$ cat src/rtl/adder_sum_accumulator.sv
// Accumulates BATCH adder sums per result and presents the total on a valid/ready port.
// Build option: define ACC_SAT_EN to saturate the total on overflow instead of wrapping.
module adder_sum_accumulator #(
  parameter int unsigned N     = 4,
  parameter int unsigned BATCH = 16,
  parameter int unsigned ACC_W = 8,
  localparam int unsigned CW   = $clog2(BATCH + 1)
) (
  input  logic             clk,
  input  logic             rst,
  input  logic [N:0]       sum_in,
  input  logic             sum_valid,
  output logic             sum_ready,
  input  logic             clear,
  output logic [ACC_W-1:0] acc_out,
  output logic             acc_valid,
  input  logic             acc_ready,
  output logic [CW-1:0]    count,
  output logic             ovf
);

  typedef enum logic [1:0] {StIdle, StAccum, StDone} state_e;

  state_e             state_q, state_d;
  logic [ACC_W-1:0]   acc_q, acc_d;
  logic [CW-1:0]      count_q, count_d;
  logic               ovf_q, ovf_d;
  logic [ACC_W:0]     add_sum;
  logic               beat;
  logic               last_beat;

  assign sum_ready = (state_q != StDone) && !rst;
  assign acc_valid = (state_q == StDone);
  assign acc_out   = acc_q;
  assign count     = count_q;
  assign ovf       = ovf_q;

  assign beat      = sum_valid && sum_ready;
  // Extra top bit captures the carry-out that flags overflow.
  assign add_sum   = {1'b0, acc_q} + (ACC_W + 1)'(sum_in);
  assign last_beat = (count_q + CW'(1)) == CW'(BATCH);

  always_comb begin
    state_d = state_q;
    acc_d   = acc_q;
    count_d = count_q;
    ovf_d   = ovf_q;
    if (clear) begin
      state_d = StIdle;
      acc_d   = '0;
      count_d = '0;
      ovf_d   = 1'b0;
    end else begin
      unique case (state_q)
        StIdle: begin
          if (beat) begin
            acc_d   = ACC_W'(sum_in);
            count_d = CW'(1);
            ovf_d   = 1'b0;
            state_d = (BATCH == 1) ? StDone : StAccum;
          end
        end
        StAccum: begin
          if (beat) begin
            count_d = count_q + CW'(1);
            if (add_sum[ACC_W]) ovf_d = 1'b1;
`ifdef ACC_SAT_EN
            // Once clamped, the total stays pinned for the rest of the batch.
            acc_d = (ovf_q || add_sum[ACC_W]) ? '1 : add_sum[ACC_W-1:0];
`else
            acc_d = add_sum[ACC_W-1:0];
`endif
            if (last_beat) state_d = StDone;
          end
        end
        StDone: begin
          if (acc_ready) begin
            state_d = StIdle;
            count_d = '0;
            ovf_d   = 1'b0;
          end
        end
        default: state_d = StIdle;
      endcase
    end
  end

  always_ff @(posedge clk or posedge rst) begin
    if (rst) begin
      state_q <= StIdle;
      acc_q   <= '0;
      count_q <= '0;
      ovf_q   <= 1'b0;
    end else begin
      state_q <= state_d;
      acc_q   <= acc_d;
      count_q <= count_d;
      ovf_q   <= ovf_d;
    end
  end

endmodule

$ cat config.mk
export PLATFORM = sky130hd
export DESIGN_NAME = adder_sum_accumulator
export DESIGN_NICKNAME = d
export VERILOG_FILES = /design/src/rtl/adder_sum_accumulator.sv
export SDC_FILE = /design/constraint.sdc
export NUM_CORES = 1
export LEC_CHECK = 0
export ABC_AREA = 1
export CORE_MARGIN = 3
export CORE_UTILIZATION = 30
export DETAILED_ROUTE_END_ITERATION = 8
export PLACE_DENSITY = 0.65
export SYNTH_ARGS = -nofsm -noshare
export SYNTH_HDL_FRONTEND = slang
export SYNTH_SLANG_ARGS = --single-unit
$ cat constraint.sdc
create_clock -name clk -period 1.6 [get_ports clk]
set_clock_uncertainty 0.1 [all_clocks]
set_input_delay 0.16 -clock clk [delete_from_list [all_inputs] [get_ports clk]]
set_output_delay 0.16 -clock clk [all_outputs]
set_load 0.005 [all_outputs]
==> reports/metrics.yaml <==
synth_nets: 198
insertion_delay_ns: 0.25
ys.flop_type: "dfrtp_1"
routed_wl_mm: 3.509
status: "finished, violations left"
vias: 1348
power.density_mw_per_mm2: 1323
nets: 254
min_period_ns: 1.643
clkTransAtPathRegs_ns: 0.07
hold_buffers: 0
coreArea_mm2: 0.004115
ant_nets: 0
die_h_um: 72.21
area_growth_pct: 55.57
seqPwrFrac_pct: 21.9
fin_ws_ns: -0.04251
holdCritPathClass: "in2async"
syn_area_mm2: 0.001315
clkPwrFrac_pct: 13.8
power_frac_comb_pct: 64.3
io_buffers: 25
grt-ovfl-total: 0
holdWs_ns: 0.2129
synthMuxAreaShare_pct: 1.522
synth_warnings: 0
drc_errors: 0
synth_top_family_by_area: "simple AND/OR/NAND/NOR gates"
antenna_found_initial: 0
placed_area_mm2: 0.001769
p_sw_share_pct: 41.47
synth_cell_type_count: 27
arrival_ns: 1.69
rows: 23
first_global_vias: 1333
slew_violations: 0
async_reset_ff_share_pct: 100.0
setup_viol: 1
die_area_mm2: 0.005214
criticalPathCategory: "reg2reg"
die_w_um: 72.21
yosys.area_share.adder_pct: 11.04
clockBufferDepth: 2
synthXorXnorAreaFrac_pct: 1.332
startpoint_type: "flip-flop"
finalInstanceArea_mm2: 0.002046
max_freq_mhz: 608.8
seq_area_frac_synth_pct: 30.45
place_ws_ns: -0.3361
grt_pass1_wl_mm: 5.740
endpoint_kind: "flip-flop"
power_leakage_nw: 0.9914
rsz0062_at_grt: "true"
p_sw_mw: 1.122
gr-usage-all-layers_pct: 13.82
numCtsBuffers: 3
period_share_pct: 102.7
cp_max_fo: 2
io_pins: 26
slew_headroom_pct: 82.14
cts_tree: "done"
required_ns: 1.64
yosys.area_share.simple_pct: 38.15
synth-edff-count: 0
grt_max_degree: 17
h-tree-depth: 1
vias_per_cell: 4.780
ir_drop_mv: 0.6310
yosys_register_bits: 16
internal-power_mw: 1.584
drv_cap: 0
drt-initial-drc-count: 69
cts_root_buf: "clkbuf_8"
n_antenna_cell: 0
dr.pass1.iters: 4
start_util_pct: 31.95
tightestPinTransition_ns: 0.2679
fin_util_pct: 49.71
syn_area_per_cell_um2: 7.429
dp_hpwl_mm: 2.438
drive_above_1_share_pct: 34.48
violations: "setup timing"
syn_inst: 177
gp_congestion: 0.9241
wl_per_cell_um: 12.44
finalHoldViolCount: 0
cts_sinks: 16
synth_compound_area_share_pct: 7.992
[path summary, 6_finish.rpt]
kind,from,endpoint,slack (ns),depth (start not counted)
worst max-delay path,acc_out[0],acc_out[2],-0.04,7
worst min-delay path,rst,acc_out[0],0.21,3
worst max register to register,acc_out[0],acc_out[2],-0.04,7
worst min register to register,ovf,ovf,0.46,2
max in group asynchronous,rst,state_q[1],0.97,3
min in group clk,sum_in[0],acc_out[0],0.27,3
[cell usage after synthesis, types with 2 or more instances]
| master | number | area share (%) |
|---|---|---|
| nand4_1 | 6 | 2.9 |
| o21ai_0 | 4 | 1.5 |
| nand3_1 | 18 | 6.9 |
| nand3_2 | 3 | 2.3 |
| dfrtp_1 | 16 | 30 |
| o21ai_1 | 7 | 2.7 |
| a21oi_1 | 7 | 2.7 |
| ha_1 | 10 | 9.5 |
| nand2_1 | 47 | 13 |
| nor2_4 | 3 | 2.6 |
| xnor2_1 | 2 | 1.3 |
| nand2_4 | 5 | 4.3 |
| mux2i_1 | 2 | 1.5 |
| nor2_1 | 11 | 3.1 |
| inv_1 | 24 | 6.9 |
[stage by stage]
step	power, mW	std cells	setup TNS (ns)
2_1_floorplan	1.427	177	0
3_3_place_gp	1.981	270	-1.677
3_5_place_dp	2.000	270	-1.933
4_1_cts	2.443	275	-0.01257
5_1_grt	2.942	282	-0.5086
6_report	2.706	282	-0.04251
[layout by cell type (no fill, tap or decap), types with 4 or more instances in the layout]
| cell type | synthesis | final |
|---|---|---|
| inv_1 | 24 | 19 |
| clkdlybuf4s50_1 | 0 | 20 |
| nand2_2 | 1 | 5 |
| nand3_2 | 3 | 10 |
| inv_2 | 1 | 5 |
| ha_4 | 0 | 6 |
| dfrtp_1 | 16 | 15 |
| nand2_1 | 47 | 43 |
| nand4_1 | 6 | 6 |
| nor2_1 | 11 | 10 |
| nand3_1 | 18 | 11 |
| o21ai_1 | 7 | 7 |
| buf_4 | 0 | 25 |
| a21oi_1 | 7 | 5 |
| clkbuf_8 | 0 | 4 |
| nand2_4 | 5 | 5 |
[sequential cells by signal, indices dropped and copies added, names as in the netlist]
register  cells
acc_out       8
ovf           1
state_q       2
count         5
[worst max-delay path, stage by stage, from the launching register on]
cell	delay [ns]
dfrtp_1	0.36
ha_2	0.19
inv_2	0.04
fa_2	0.34
buf_4	0.15
xnor2_2	0.12
mux2i_1	0.15
o21ai_1	0.08
[area by class of cell]
cell class              count  area (µm²)
repair buffers             53       473.0
multi-input cells         132       942.2
flip-flops and latches     16       401.6
well taps                  50       62.56
inverters                  27       111.4
clock buffers               4       55.05
fillers                   400        2069
[repair_timing]
item,CTS,global route
setup endpoints to repair,11,17
gates resized for setup,13,31
pin swaps,3,6
buffers inserted,1,7
[power groups by stage]
stage                     clock network, mW  registers, mW  logic (mW)
after floorplan                           0          0.580       0.847
after global placement                    0          0.574        1.41
after detailed placement                  0          0.575        1.43
after CTS                             0.380          0.574        1.49
after global routing                  0.399          0.606        1.94
final                                 0.373          0.592        1.74
[routing by layer]
| layer | vias to the layer above | global-route usage (%) | routed length (µm) |
|---|---|---|---|
| met3 | 6 | 4.294 | 162 |
| met2 | 33 | 23.05 | 1764 |
| li1 | 690 | - | - |
| met5 | - | 0 | 0 |
| met1 | 619 | 16.60 | 1526 |
| met4 | 0 | 5.219 | 55 |
[cells by family after synthesis]
kind of cell    count (synthesis)
compound gates                 20
xor+xnor                        2
fa+ha+maj                      11
buf+inv                        29
flops                          16
mux                             2
simple gates                   97
Note: power is estimated with default switching activity, not from simulation.
